$ cat src/rtl/mlp_pkg.sv
// Shared sizes and types for the mlp core and its stream input loader.
package mlp_pkg;

  localparam int DATA_SIZE        = 8;
  localparam int MAX_WEIGHTS_SIZE = 32;
  localparam int MAX_COL_ROW_BITS = 6;

  typedef enum logic [2:0] {
    FILL   = 3'd0,
    DRAIN  = 3'd1,
    LAUNCH = 3'd2,
    WAIT   = 3'd3,
    RESULT = 3'd4
  } loader_state_t;

  // Effective frame length: zero still means one element, longer requests clamp to cap.
  function automatic int unsigned clamp_len(input int unsigned len, input int unsigned cap);
    if (len == 32'd0) begin
      return 32'd1;
    end else if (len > cap) begin
      return cap;
    end else begin
      return len;
    end
  endfunction

endpackage

$ cat src/rtl/mlp_frame_buffer.sv
// Input vector register array: per-entry write, optional clear of all other entries on
// the same write, and a flat read-out bus (entry i at bits [i*DW +: DW]).
module mlp_frame_buffer
  import mlp_pkg::*;
#(
  parameter int DW    = DATA_SIZE,
  parameter int DEPTH = MAX_WEIGHTS_SIZE,
  parameter int AW    = (DEPTH > 1) ? $clog2(DEPTH) : 1
) (
  input  logic                clk,
  input  logic                rst_n,
  input  logic                wr_en,
  input  logic                clr_others,
  input  logic [AW-1:0]       wr_addr,
  input  logic [DW-1:0]       wr_data,
  output logic [DW*DEPTH-1:0] rd_data
);

  logic [DW-1:0] mem_q [DEPTH];
  logic [DW-1:0] mem_d [DEPTH];

  // Next value per entry: addressed entry takes the data, others clear on a frame start.
  always_comb begin
    for (int i = 0; i < DEPTH; i++) begin
      if (wr_en && (wr_addr == AW'(i))) begin
        mem_d[i] = wr_data;
      end else if (wr_en && clr_others) begin
        mem_d[i] = {DW{1'b0}};
      end else begin
        mem_d[i] = mem_q[i];
      end
    end
  end

  // Entry storage with asynchronous clear.
  always_ff @(posedge clk or negedge rst_n) begin
    if (!rst_n) begin
      for (int i = 0; i < DEPTH; i++) begin
        mem_q[i] <= {DW{1'b0}};
      end
    end else begin
      for (int i = 0; i < DEPTH; i++) begin
        mem_q[i] <= mem_d[i];
      end
    end
  end

  // Flatten the array onto the core-facing bus.
  always_comb begin
    for (int i = 0; i < DEPTH; i++) begin
      rd_data[i*DW +: DW] = mem_q[i];
    end
  end

endmodule

$ cat src/rtl/mlp_input_loader.sv
// Stream-to-vector feeder for the mlp core: gathers one frame, launches the core and
// holds the core's result on a valid/ready port until it is taken.
module mlp_input_loader
  import mlp_pkg::*;
#(
  parameter int DATA_SIZE        = mlp_pkg::DATA_SIZE,
  parameter int MAX_WEIGHTS_SIZE = mlp_pkg::MAX_WEIGHTS_SIZE,
  parameter int MAX_COL_ROW_BITS = mlp_pkg::MAX_COL_ROW_BITS
) (
  input  logic                                  clk,
  input  logic                                  rst_n,
  input  logic                                  s_valid,
  output logic                                  s_ready,
  input  logic [DATA_SIZE-1:0]                  s_data,
  input  logic                                  s_last,
  input  logic [MAX_COL_ROW_BITS-1:0]           in_len,
  output logic [DATA_SIZE*MAX_WEIGHTS_SIZE-1:0] input_data,
  output logic                                  new_data,
  input  logic                                  output_ready,
  input  logic [DATA_SIZE-1:0]                  mlp_output,
  output logic                                  res_valid,
  output logic [DATA_SIZE-1:0]                  res_data,
  input  logic                                  res_ready,
  output logic                                  busy
);

  localparam int AW = (MAX_WEIGHTS_SIZE > 1) ? $clog2(MAX_WEIGHTS_SIZE) : 1;
  localparam int LW = MAX_COL_ROW_BITS;

  loader_state_t        state_q, state_d;
  logic [LW-1:0]        idx_q, idx_d;
  logic [LW-1:0]        len_q, len_d;
  logic                 new_data_q, new_data_d;
  logic                 res_valid_q, res_valid_d;
  logic                 busy_q, busy_d;
  logic                 output_ready_q, output_ready_d;
  logic [DATA_SIZE-1:0] res_data_q, res_data_d;

  logic          beat_s;
  logic          first_beat_s;
  logic          buf_we_s;
  logic          buf_clr_s;
  logic [LW-1:0] len_cur_s;

  assign s_ready    = (state_q == FILL) || (state_q == DRAIN);
  assign new_data   = new_data_q;
  assign res_valid  = res_valid_q;
  assign res_data   = res_data_q;
  assign busy       = busy_q;

  assign beat_s       = s_valid && s_ready;
  assign first_beat_s = beat_s && (state_q == FILL) && (idx_q == {LW{1'b0}});

  // The first beat uses the freshly sampled length; later beats use the latched one.
  assign len_cur_s = first_beat_s
                   ? LW'(clamp_len(32'(in_len), 32'(MAX_WEIGHTS_SIZE)))
                   : len_q;

  // Frame sequencing, result capture and next values of the registered outputs.
  always_comb begin
    state_d        = state_q;
    idx_d          = idx_q;
    len_d          = len_q;
    res_data_d     = res_data_q;
    output_ready_d = output_ready;
    buf_we_s       = 1'b0;
    buf_clr_s      = 1'b0;
    case (state_q)
      FILL: begin
        if (beat_s) begin
          buf_we_s  = 1'b1;
          buf_clr_s = first_beat_s;
          len_d     = len_cur_s;
          idx_d     = idx_q + LW'(1);
          if (s_last) begin
            state_d = LAUNCH;
          end else if ((idx_q + LW'(1)) == len_cur_s) begin
            state_d = DRAIN;
          end else begin
            state_d = FILL;
          end
        end else begin
          state_d = FILL;
        end
      end
      DRAIN: begin
        if (beat_s && s_last) begin
          state_d = LAUNCH;
        end else begin
          state_d = DRAIN;
        end
      end
      LAUNCH: begin
        state_d = WAIT;
      end
      WAIT: begin
        // Only a fresh rising edge counts; a level left high from earlier is ignored.
        if (output_ready && !output_ready_q) begin
          res_data_d = mlp_output;
          state_d    = RESULT;
        end else begin
          state_d = WAIT;
        end
      end
      RESULT: begin
        if (res_ready) begin
          state_d = FILL;
          idx_d   = {LW{1'b0}};
        end else begin
          state_d = RESULT;
        end
      end
      default: begin
        state_d = FILL;
        idx_d   = {LW{1'b0}};
      end
    endcase
    new_data_d  = (state_d == LAUNCH);
    res_valid_d = (state_d == RESULT);
    busy_d      = !((state_d == FILL) && (idx_d == {LW{1'b0}}));
  end

  // Control state and registered outputs.
  always_ff @(posedge clk or negedge rst_n) begin
    if (!rst_n) begin
      state_q        <= FILL;
      idx_q          <= {LW{1'b0}};
      len_q          <= {LW{1'b0}};
      new_data_q     <= 1'b0;
      res_valid_q    <= 1'b0;
      busy_q         <= 1'b0;
      output_ready_q <= 1'b0;
      res_data_q     <= {DATA_SIZE{1'b0}};
    end else begin
      state_q        <= state_d;
      idx_q          <= idx_d;
      len_q          <= len_d;
      new_data_q     <= new_data_d;
      res_valid_q    <= res_valid_d;
      busy_q         <= busy_d;
      output_ready_q <= output_ready_d;
      res_data_q     <= res_data_d;
    end
  end

  mlp_frame_buffer #(
    .DW    (DATA_SIZE),
    .DEPTH (MAX_WEIGHTS_SIZE),
    .AW    (AW)
  ) u_frame_buffer (
    .clk        (clk),
    .rst_n      (rst_n),
    .wr_en      (buf_we_s),
    .clr_others (buf_clr_s),
    .wr_addr    (idx_q[AW-1:0]),
    .wr_data    (s_data),
    .rd_data    (input_data)
  );

endmodule

$ cat config.mk
export PLATFORM = sky130hd
export DESIGN_NAME = mlp_input_loader
export DESIGN_NICKNAME = d
export VERILOG_FILES = /design/src/rtl/mlp_pkg.sv /design/src/rtl/mlp_frame_buffer.sv /design/src/rtl/mlp_input_loader.sv
export SDC_FILE = /design/constraint.sdc
export NUM_CORES = 1
export LEC_CHECK = 0
export BUFFER_PORTS_ARGS = -buffer_cell sky130_fd_sc_hd__buf_2
export CAP_MARGIN = 40
export CORE_MARGIN = 2
export CORE_UTILIZATION = 40
export DETAILED_ROUTE_END_ITERATION = 10
export SKIP_LAST_GASP = 1
export SYNTH_ARGS = -nofsm -noshare
export SYNTH_HDL_FRONTEND = slang
export SYNTH_HIERARCHICAL = 1
export SYNTH_SLANG_ARGS = --single-unit
export TNS_END_PERCENT = 5
$ cat constraint.sdc
create_clock -name clk -period 7 [get_ports clk]
set_input_delay 0 -clock clk [delete_from_list [all_inputs] [get_ports clk]]
set_output_delay 0 -clock clk [all_outputs]
set_load 0.01 [all_outputs]
After elaboration in Yosys (flattened, before gate mapping):

Cells that the tools add are included.

* flip-flop bits (word level): 283
* bits of input ports: 28
* output and inout port bits: 268
* logic and storage cells: 213

* add/subtract/negate cells: 1
* $lt $le $gt $ge: 1
* equal/unequal tests: 38
* muxes and demuxes: 50
* reduce and logical (&&, ||, !) cells: 83

Operators with widths (count)
* 8-bit 2-to-1 mux: 33
* 5-bit == test, second input constant: 16
* 2-bit nonzero test: 32
* 5-bit by 4-bit == test with 1-bit output, second input constant: 8
* 1-bit logical AND: 39
* 6-bit 2-to-1 mux: 5
* 5-bit by 3-bit == test with 1-bit output, second input constant: 4
* 6-bit zero test: 3
* 6-bit one-hot mux with 3 select lines: 1
* 3-bit one-hot mux with 5 select lines: 1
* 5-bit by 2-bit == test with 1-bit output, second input constant: 2
* 3-bit by 2-bit == test with 1-bit output, second input constant: 3
* 3-bit 2-to-1 mux: 3
* 6-bit by 1-bit adder with 6-bit output, second input constant: 1
* 3-bit == test, second input constant: 2
* 6-bit == test: 1
* 6-bit greater-than comparator, second input constant: 1
* 3-bit zero test: 2
* 5-bit by 1-bit == test with 1-bit output, second input constant: 1
* 5-bit zero test: 1
* 1-bit 2-to-1 mux: 5
* 2-bit 2-to-1 mux: 2
* 2-bit AND reduction: 2
* 3-bit by 1-bit == test with 1-bit output, second input constant: 1
* other kinds (3): 4

Depth between registers and ports, before layout:

Gate-level depths: netlist of the first run.

* depth in word-level cells: 14
* depth in mapped cells: 10
* mapped depth without buffers: 8

Hierarchy:

Netlist of the first run, hierarchy kept.

Modules (own cells, without submodules)
* mlp_frame_buffer: times used 1, cells an instance 888, area an instance 10586.4 um^2, sequential area each 6406.1 um^2
* mlp_input_loader: times used 1, cells an instance 163, area an instance 1560.2 um^2, sequential area each 675.6 um^2

Worst setup path after synthesis of the first run:

Ideal clock, no wire load.

* path kind: reg-to-reg
* start: reg idx_q[0]
* end: reg busy_q, in the netlist busy
* library setup time: 0.139 ns
* arrival time: 2.695 ns
* data required time: 6.861 ns
* setup slack: 4.167 ns
* cell stages (with the launch flop): 11
* buffers on the path: 2
* period minus slack after synthesis: 2.833 ns
* cells stage by stage: dfrtp_1 clkbuf_1 inv_1 ha_1 or4b_1 buf_2 or4_1 o21ai_0 a2111oi_0 a41o_1 or4_1

* longest elaborated chain between the ends: 11
* elaborated cells on any way between the ends: 16
* classes of those cells: add/sub: 1; eq/ne: 1; mux: 8; reduce/logical: 6

Ends and longest elaborated chain
* start: declaration: line mlp_input_loader.sv:31 `logic [LW-1:0] idx_q, idx_d;`
* start signal: assignment: line mlp_input_loader.sv:127 `idx_q <= {LW{1'b0}};`
* start signal: assignment: line mlp_input_loader.sv:136 `idx_q <= idx_d;`
* branches (longest 3 deep; another with 6-bit by 1-bit adder with 6-bit output)
* 6-bit == test *: line mlp_input_loader.sv:77 `end else if ((idx_q + LW'(1)) == len_cur_s) begin`
* 1-bit 2-to-1 mux *: line mlp_input_loader.sv:77
* 2-bit 2-to-1 mux *: line mlp_input_loader.sv:75 `if (s_last) begin`
* 3-bit 2-to-1 mux *: line mlp_input_loader.sv:70 `if (beat_s) begin`
* 3-bit one-hot mux with 5 select lines *: line mlp_input_loader.sv:68 `case (state_q)`
* net state_d[0]: line mlp_input_loader.sv:30 `loader_state_t state_q, state_d;`
* 3-bit zero test *: line mlp_input_loader.sv:120 `busy_d = !((state_d == FILL) && (idx_d == {LW{1'b0}}));`
* 1-bit logical AND *: line mlp_input_loader.sv:120
* 1-bit zero test *: line mlp_input_loader.sv:120
* net busy_d: line mlp_input_loader.sv:35 `logic busy_q, busy_d;`
* end signal: assignment: line mlp_input_loader.sv:140 `busy_q <= busy_d;`
* end: declaration: line mlp_input_loader.sv:35

Mark *: on every way through the listed nets, which the timed path passes.
A chain may end at the register's enable or synchronous reset.

Worst setup path after layout of the first run:

Same ends and word-level chain as after synthesis.

==> results.md, run 1 <==
Run status:
- The run finished with clean final reports.

CTS:
- The number of gates resized after CTS is 0.
- The number of post-CTS setup repair buffers is 0.
- The root buffer cell chosen for the clock tree is sky130_fd_sc_hd__clkbuf_16.
- Clock tree synthesis inserted a total of 31 buffers.
- The register clock-pin slew on the reported worst setup and hold paths is 0.06 ns.
- The deepest clock path buffer count is 3.
- The TritonCTS sink count is 283.
- CTS built an H-tree with a depth of 1.
- For this design, the CTS-stage hold fixing added 21 buffers.
- The CTS tree is built.
- For the worst-skew pair, the clock arrives at the later sink with an insertion delay of 0.56 ns.

Placed design:
- The routability-driven placement congestion ratio is 0.842.
- Prior to clock tree synthesis, the placed netlist has a worst setup slack of 3.79 ns.
- Detailed placement ended at an HPWL of 21200 µm.
- In this run the tool buffered the top-level ports with 295 buffer cells.
- The number of placed instances, taps included, is 1673.
- Summing all placed instances gives a cell area of 13900 µm².

Critical path:
- The number of cell instances on the worst register-to-register path is 8.
- The slack of the worst reg-to-reg path is 3.74 ns.
- The category of the most critical setup path is reg -> reg.
- The critical path goes through inv_1 > ha_1 > or4b_1 > o31ai_2 > a21oi_1 > o22a_1 > a41o_1 > or4_1.
- The worst endpoint required time is 7.43 ns.
- The largest fanout on the critical path is 24.
- Following the worst setup path forward leads to its endpoint at busy.
- In this run the critical register-to-register path is captured at busy.
- The critical path starts at idx_q[0].
- For the worst setup path, the data arrival time is 3.69 ns.
- STA classifies the critical path startpoint as a register.
- The slowest stage of the critical path belongs to the cell sky130_fd_sc_hd__dfrtp_1.
- The endpoint type of the worst setup path is a register.
- Counting both buffers and inverters, the worst setup path holds a total of 1.
- The family with the most delay on the worst path is simple AND/OR/NAND/NOR gates.
- In this run the critical register-to-register path is launched from idx_q[0].
- The largest single stage delay on the critical path is 0.68 ns.
- The cell count along the critical path is 8.

Global route:
- The global router's overall resource usage is 0.213.
- The number of antenna violations at the first check in global routing is 0.
- The global route total overflow is 0.
- The wire length of the first global-routing pass is 52900 µm.
- The number of global-route vias before repair is 8868.
- Entering global routing, the biggest net connects 257 pins.

Yosys:
- Summed over all instances, the cell type with the most area after synthesis is sky130_fd_sc_hd__dfrtp_1.
- Counting distinct cell types in the post-synthesis netlist gives 59.
- In the post-synthesis netlist, the biggest area contributors are sky130_fd_sc_hd__dfrtp_1 58%, sky130_fd_sc_hd__mux2i_1 21%, sky130_fd_sc_hd__nand2_1 8.6%, sky130_fd_sc_hd__clkbuf_1 1.7%, sky130_fd_sc_hd__mux2_2 0.74%.
- The fraction of the yosys area taken by sequential cells is 0.583.
- The summed instance area of the synthesized netlist is 12100 µm².
- The number of flops mapped to enable cells by yosys is 0.
- In the synthesized netlist the dominant register cell turns out to be sky130_fd_sc_hd__dfrtp_1.
- The cell count after synthesis is 1051.
- By count the netlist is led by 283 x sky130_fd_sc_hd__dfrtp_1, 279 x sky130_fd_sc_hd__nand2_1, 257 x sky130_fd_sc_hd__mux2i_1.
- The flip-flop and latch count after synthesis is 283.
- The Yosys step of the flow raised 6 warnings.
- Of the post-synthesis cell area, the dominant cell type holds 0.583.
- The synthesized net count is 1081.
- Among all cell types in the netlist, the one instantiated most often is sky130_fd_sc_hd__dfrtp_1.
- The average instance in the mapped netlist occupies 11.6 µm².
- In the synthesized netlist the async set-or-reset flop fraction comes to 1.00.

Pwr:
- The cell leakage power is 8.54 nW.
- The sum of internal, switching and leakage power is 5.35 mW.
- The worst vdd rail ir drop is 0.193 mV.
- Dividing total power by cell area gives a power density of 354 nW/µm².

Die:
- The core region is 29800 µm².
- The I/O pin total is 296.
- The chip height is 178 µm.
- The die extent in x is 178 µm.
- The die covers 31800 µm².
- The floorplan has 63 rows.
- The initial core utilization is 0.408.

Final layout:
- Compared with the post-synthesis result, the final layout area differs by 24.5%.
- After filler insertion, the fill cell instance count of the layout stands at 2717.
- Once layout is complete, the cells apart from fillers number 1751.
- The number of antenna diodes in the final layout is 0.
- The layout net count is 1367.
- The core utilization of the finished layout is 0.507.
- The proportion of layout cells with a drive suffix above 1 is 0.294.
- The finished cells cover 15100 µm².

STA:
- The highest attainable clock frequency is 307 MHz.
- Setup repair after global routing left no endpoint under its margin.
- Hold timing on the final database bottoms out at a slack of 0.0436 ns.
- After layout, the minimum clock period comes to 3.26 ns.
- The max-slew violation total from the final report was 0.
- The final worst-path setup slack is 3.74 ns.
- The share of the cycle needed by the critical path after routing is 0.466.
- The largest clock skew in the final design is 0.0203 ns.
- The transition time of the tightest slew-check pin is 1.31 ns.
- The sum of negative setup slack is 0 ns.
- The max-slew headroom at the worst pin is 0.127.
- The number of failing setup endpoints in the final timing report is 0.
- The final number of hold-violating endpoints is 0.

Min path:
- The kind of path behind the tightest hold check is in -> reg.

Detailed routing:
- For this run, design rule violations remaining after detail routing come to 0.
- The total detailed-routing wirelength is 34200 µm.
- The average wire per standard cell is 19.5 µm.
- The DRC violation total after the first TritonRoute iteration is 598.
- Once detail routing completed, the nets flagged for antenna violations numbered 0.
- The via density per instance is 4.99.
- The number of vias in the routed layout is 8741.
- The count of TritonRoute iterations in the first routing pass is 5.

Job:
- Max-cap violations in this run came to 0.
==> worst min-delay path, stage by stage <==
cell and delay (ns):
sky130_fd_sc_hd__buf_2 0.07, sky130_fd_sc_hd__inv_1 0.03, sky130_fd_sc_hd__buf_4 0.27, sky130_fd_sc_hd__mux2i_1 0.17
==> kinds of logic after synthesis <==
logic type | count (synthesis) | synth area share
AND/OR/NAND/NOR | 365 | 0.137
flip-flops | 283 | 0.583
multiplexers | 265 | 0.219
buffers and inverters | 89 | 0.0322
AO/OA/AOI/OAI | 44 | 0.0241
XOR/XNOR | 3 | 0.00216
adder cells (fa/ha/maj) | 2 | 0.00206
==> cells in the final DEF, fill, tap and decap left out, drive strengths merged, types with 6 or more instances in the layout <==
| cell | count |
|---|---|
| clkinv | 6 |
| mux2i | 257 |
| nand2 | 288 |
| mux2 | 8 |
| buf | 305 |
| nand3 | 10 |
| inv | 16 |
| dlygate4sd3 | 21 |
| dfrtp | 283 |
| clkbuf | 49 |
| nor2 | 24 |
| o21ai | 12 |
| a21oi | 11 |
==> how the worst min path moves through the flow <==
stage	startpoint	endpoint	slack, ns	cells after the start
after floorplan	rst_n	busy	-0.30	0
after global placement	output_ready	output_ready_q	0.14	1
after detailed placement	output_ready	output_ready_q	0.13	1
after CTS	s_data[2]	u_frame_buffer/rd_data[194]	0.03	4
after global routing	s_data[7]	u_frame_buffer/rd_data[151]	0.07	4
final	s_data[2]	u_frame_buffer/rd_data[194]	0.04	4
==> cell type report <==
type | count | area (µm²) | share of cell area
flip-flops and latches | 283 | 7080 | 0.468
well taps | 390 | 488 | 0.0323
multi-input cells | 679 | 4680 | 0.310
repair buffers | 326 | 1800 | 0.119
clock buffers | 49 | 923 | 0.0611
inverters | 16 | 72.6 | 0.00480
clock inverters | 8 | 75.1 | 0.00497
==> report_power, final <==
group | switching [mW] | internal [mW]
Sequential | 0.288 | 2.03
Clock | 0.650 | 0.936
Combinational | 0.852 | 0.596
Total | 1.79 | 3.56
==> flip-flops by register name, indices dropped and copies added (netlist names) <==
register                cells
u_frame_buffer/rd_data    256
res_data                    8
idx_q                       6
len_q                       6
state_q                     3
busy                        1
new_data                    1
output_ready_q              1
res_valid                   1
==> metal layers <==
layer | wire length, µm | track usage
met5 | 0 | 0
met4 | 676 | 0.0501
met3 | 1740 | 0.0354
met2 | 15700 | 0.336
met1 | 16000 | 0.308
No activity file was read; power rests on OpenSTA's default activity.
==> run 2: changes to the inputs <==
--- a/config.mk
+++ b/config.mk
@@ -5,6 +5,7 @@
 export SDC_FILE = /design/constraint.sdc
 export NUM_CORES = 1
 export LEC_CHECK = 0
+export ABC_AREA = 1
 export BUFFER_PORTS_ARGS = -buffer_cell sky130_fd_sc_hd__buf_2
 export CAP_MARGIN = 40
 export CORE_MARGIN = 2
==> constraint.sdc (replaced) <==
create_clock -name clk -period 3.4 [get_ports clk]
set_input_delay 0 -clock clk [delete_from_list [all_inputs] [get_ports clk]]
set_output_delay 0 -clock clk [all_outputs]
set_load 0.01 [all_outputs]
==> results.md, run 2 <==
Run status:
- The flow ran to the end, and the final reports show no timing, DRC or antenna violations.

Yosys:
- After synthesis, the largest family of logic cells by area is simple AND/OR/NAND/NOR gates.
- The unique cell type count in the Yosys netlist is 30 (-49%).
- The total number of yosys warnings is 6 (unchanged).
- Sorting the synthesized cells by area gives the leading types as sky130_fd_sc_hd__dfrtp_1 58%, sky130_fd_sc_hd__nand2_1 19%, sky130_fd_sc_hd__nand3_1 12%, sky130_fd_sc_hd__nor2_8 1.8%, sky130_fd_sc_hd__inv_1 1.7%.
- The cell count after synthesis was 1404 (+34%).
- For this run, the leading register cell type out of synthesis is sky130_fd_sc_hd__dfrtp_1.
- The fraction of synthesized cell area taken by the top area cell type is 0.584 (+0.000902).
- The XOR/XNOR share of the synthesized area is 0.00144 (-0.000719).
- Ranked by instance count, the synthesized netlist is headed by 612 x sky130_fd_sc_hd__nand2_1, 298 x sky130_fd_sc_hd__nand3_1, 283 x sky130_fd_sc_hd__dfrtp_1.
- The fraction of synthesis flops using an asynchronous set or reset pin is 1.00 (unchanged).
- The post-synthesis simple-gate area fraction is 0.365 (+0.227).
- The multiplexer share of the synthesized area was 0 (-0.219).
- The fraction of the yosys area taken by sequential cells is 0.584 (+0.000902).
- The post-synthesis share of cell area spent on full adders, half adders and majority gates is 0.00206 (+0.00000319).
- The biggest area contributor in the post-synthesis netlist is sky130_fd_sc_hd__dfrtp_1.
- The summed instance area of the synthesized netlist is 12100 µm² (-0.15%).
- The synthesized net count is 1434 (+33%).
- The area fraction in compound gates after synthesis is 0.00444 (-0.0197).
- The mean post-synth cell area is 8.64 µm² (-25%).
- The number of flops mapped to enable cells by yosys is 0 (unchanged).
- The flip-flop and latch count after synthesis is 283 (unchanged).
- The most used standard cell by instance count after synthesis is sky130_fd_sc_hd__nand2_1.

Critical path:
- The worst setup path is launched from a register.
- The largest fanout on the critical path came to 64 (+170%).
- The endpoint type of the worst setup path is a register.
- The delay of the slowest critical-path stage came to 0.59 ns (-0.09 ns).
- The worst endpoint required time is 3.84 ns (-3.59 ns).
- The source of the critical timing path is idx_q[0].
- The critical path is of the reg -> reg type.
- The arrival time of data at the critical path endpoint is 3.04 ns (-0.65 ns).
- The startpoint of the most critical register-to-register path is idx_q[0].
- The largest individual stage delay along the critical path comes from the cell sky130_fd_sc_hd__dfrtp_1.
- The critical path goes through inv_1 > ha_1 > nand3_2 > nor2_8 > nand2_4 > buf_12 > buf_4 > nand3_1 > nand2_1.

STA:
- Setup repair after global routing left no endpoint under its margin.
- The highest attainable clock frequency was 385 MHz (+25%).
- The final number of hold-violating endpoints is 0 (unchanged).
- The largest clock skew in the final design is 0.0182 ns (-0.00212 ns).
- The max-slew headroom at the worst pin came to 0.383 (+0.256).
- The transition time of the tightest slew-check pin is 0.925 ns (-0.384 ns).
- The final worst-path setup slack is 0.800 ns (-2.94 ns).
- The sum of negative setup slack is 0 ns (unchanged).
- The max-slew violation total from the final report came to 0 (unchanged).
- The number of failing setup endpoints in the final timing report was 0 (unchanged).
- The share of the cycle needed by the critical path after routing is 0.765 (+0.299).
- The shortest clock period the worst path allows after layout is 2.60 ns (-0.662 ns).

CTS:
- The CTS H-tree depth is 2 (+1).
- The number of post-CTS setup repair buffers was 0 (unchanged).
- Clock tree synthesis selected as its root buffer the cell sky130_fd_sc_hd__clkbuf_16.
- The TritonCTS sink count is 283 (unchanged).
- The number of CTS-inserted buffers came to 34 (+9.7%).
- The clock insertion delay at the later pin of the skew report was 0.51 ns (-0.05 ns).
- The deepest clock path buffer count came to 3 (unchanged).
- The CTS tree is built.
- The register clock-pin slew on the reported worst setup and hold paths came to 0.06 ns (about the same).

Final layout:
- The area taken by flip-flops and latches is 7080 µm² (unchanged).
- The multi-input combinational cell area is 4530 µm² (-3.2%).
- The flip-flop count of the largest register, all copies and words added came to 256 (unchanged).
- The proportion of layout cells with a drive suffix above 1 is 0.245 (-0.0490).
- The layout net count came to 1761 (+29%).
- The library cell used most frequently in the layout, excluding fill and tap cells, is sky130_fd_sc_hd__nand2_1.
- The number of antenna cells inserted is 0 (unchanged).
- Leaving out fill and tap cells, the most frequent cells in the layout are 611 x sky130_fd_sc_hd__nand2_1, 298 x sky130_fd_sc_hd__nand3_1, 294 x sky130_fd_sc_hd__buf_2, 283 x sky130_fd_sc_hd__dfrtp_1, 55 x sky130_fd_sc_hd__inv_1.
- The post-synthesis to final-layout area growth is 28.4%.
- The final standard cell area without fillers is 15600 µm² (+3.0%).
- The number of fill cells came to 2844 (+4.7%).

Placed design:
- The total half-perimeter wirelength after legalization and detailed placement came to 25700 µm (+21%).
- The count of port buffers added during placement is 295 (unchanged).
- The worst slack at placement came to 0.830 ns (-2.96 ns).
- The total cell area at the placement stage is 14200 µm² (+2.2%).
- The routability-driven placement congestion ratio came to 0.813 (-3.5%).

Detailed routing:
- The via density per instance is 5.06 (+1.4%).
- The number of design rule violations left after detail routing is 0 (unchanged).
- The antenna violation net count after detailed routing is 0 (unchanged).
- The number of vias in the routed layout is 10800 (+24%).
- The average wire per standard cell came to 18.1 µm (-7.0%).
- The count of TritonRoute iterations in the first routing pass is 5 (unchanged).
- The total detailed-routing wirelength was 38900 µm (+14%).
- The DRC violation total after the first TritonRoute iteration is 680 (+14%).

Global route:
- The global route total overflow is 0 (unchanged).
- The wire length of the first global-routing pass was 59700 µm (+13%).
- The maximum number of pins on one net before global-route repair is 119 (-54%).
- The number of global-route vias before repair was 10400 (+17%).
- The global router's overall resource usage is 0.243 (+0.0297).
- The number of antenna violations at the first check in global routing is 0 (unchanged).

Pwr:
- The worst vdd rail ir drop is 0.404 mV (+110%).
- The power per standard cell area is 763 nW/µm² (+120%).
- The cell leakage power is 9.49 nW (+11%).

Die:
- The number of core rows came to 63 (unchanged).
- The placeable core region is 29700 µm² (-0.26%).
- The initial core utilization is 0.408 (+0.000450).
- The die extent in x is 178 µm (about the same).
- The I/O pin total is 296 (unchanged).
- The die area is 31700 µm² (-0.15%).
- The chip height is 178 µm (about the same).

Job:
- The total of max-cap violations came to 0 (unchanged).

Min path:
- The path class of the tightest hold or removal check is in -> reg.
- The launch instance of the worst min-delay path is in_len[4].
run 2: path summary, 6_finish.rpt:
| path | end | slack [ns] | cells past startpoint |
|---|---|---|---|
| max reg2reg | u_frame_buffer/rd_data[143] | 0.80 | 9 |
| min reg2reg | res_data[1] | 0.48 | 2 |
| max | u_frame_buffer/rd_data[143] | 0.80 | 9 |
| max in group asynchronous | u_frame_buffer/rd_data[224] | 2.25 | 3 |
| min in group asynchronous | u_frame_buffer/rd_data[2] | 0.19 | 2 |
| min | state_q[0] | 0.17 | 8 |
run 2: through the flow:
| step | total power, mW | hold WS (ns) | utilization | instances |
|---|---|---|---|---|
| 5_1_grt | 12.6 | 0.175 | 0.524 | 2142 |
| 6_report | 11.9 | 0.167 | 0.524 | 2142 |
| 2_1_floorplan | 6.80 | -0.296 | - | 1404 |
| 4_1_cts | 12.0 | 0.131 | 0.524 | 2142 |
| 3_3_place_gp | 8.35 | 0.131 | 0.471 | 2047 |
| 3_5_place_dp | 8.47 | 0.133 | 0.478 | 2056 |
run 2: power by group:
| part | total, mW | switching, mW | internal [mW] |
|---|---|---|---|
| Combinational | 3.49 | 2.20 | 1.29 |
| Sequential | 4.92 | 0.616 | 4.30 |
| Clock | 3.48 | 1.37 | 2.11 |
run 2: repair_timing:
item | CTS | global route
endpoints found under the hold margin | 220 | 0
resized for setup | 0 | 0
hold buffers | 29 | 0
run 2: layout make-up:
class                           instances  area share
Multi-Input combinational cell        996       0.291
Clock buffer                           49      0.0641
Tap cell                              390      0.0313
Clock inverter                          8     0.00442
Inverter                               64      0.0156
Timing Repair Buffer                  352       0.139
Sequential cell                       283       0.455
run 2: routing by layer:
| metal | global-route usage | part of all wire |
|---|---|---|
| met1 | 0.327 | 0.43 |
| met2 | 0.386 | 0.46 |
| met3 | 0.0526 | 0.074 |
| met4 | 0.0885 | 0.033 |
| met5 | 0 | 0 |
run 2: cells by family after synthesis:
group | after synthesis
and+or+nand+nor | 983
DFF | 283
buffers and inverters | 125
AOI/OAI and AO/OA | 9
xor gates and xnor gates | 2
adders and majority gates | 2
run 2: worst max-delay path, delay by kind of cell (launching register included):
kind / cells / cell delay (ns)
buffers and inverters: 3 / 0.70
flip-flops: 1 / 0.59
adder cells (fa/ha/maj): 1 / 0.26
AND/OR/NAND/NOR: 5 / 0.94
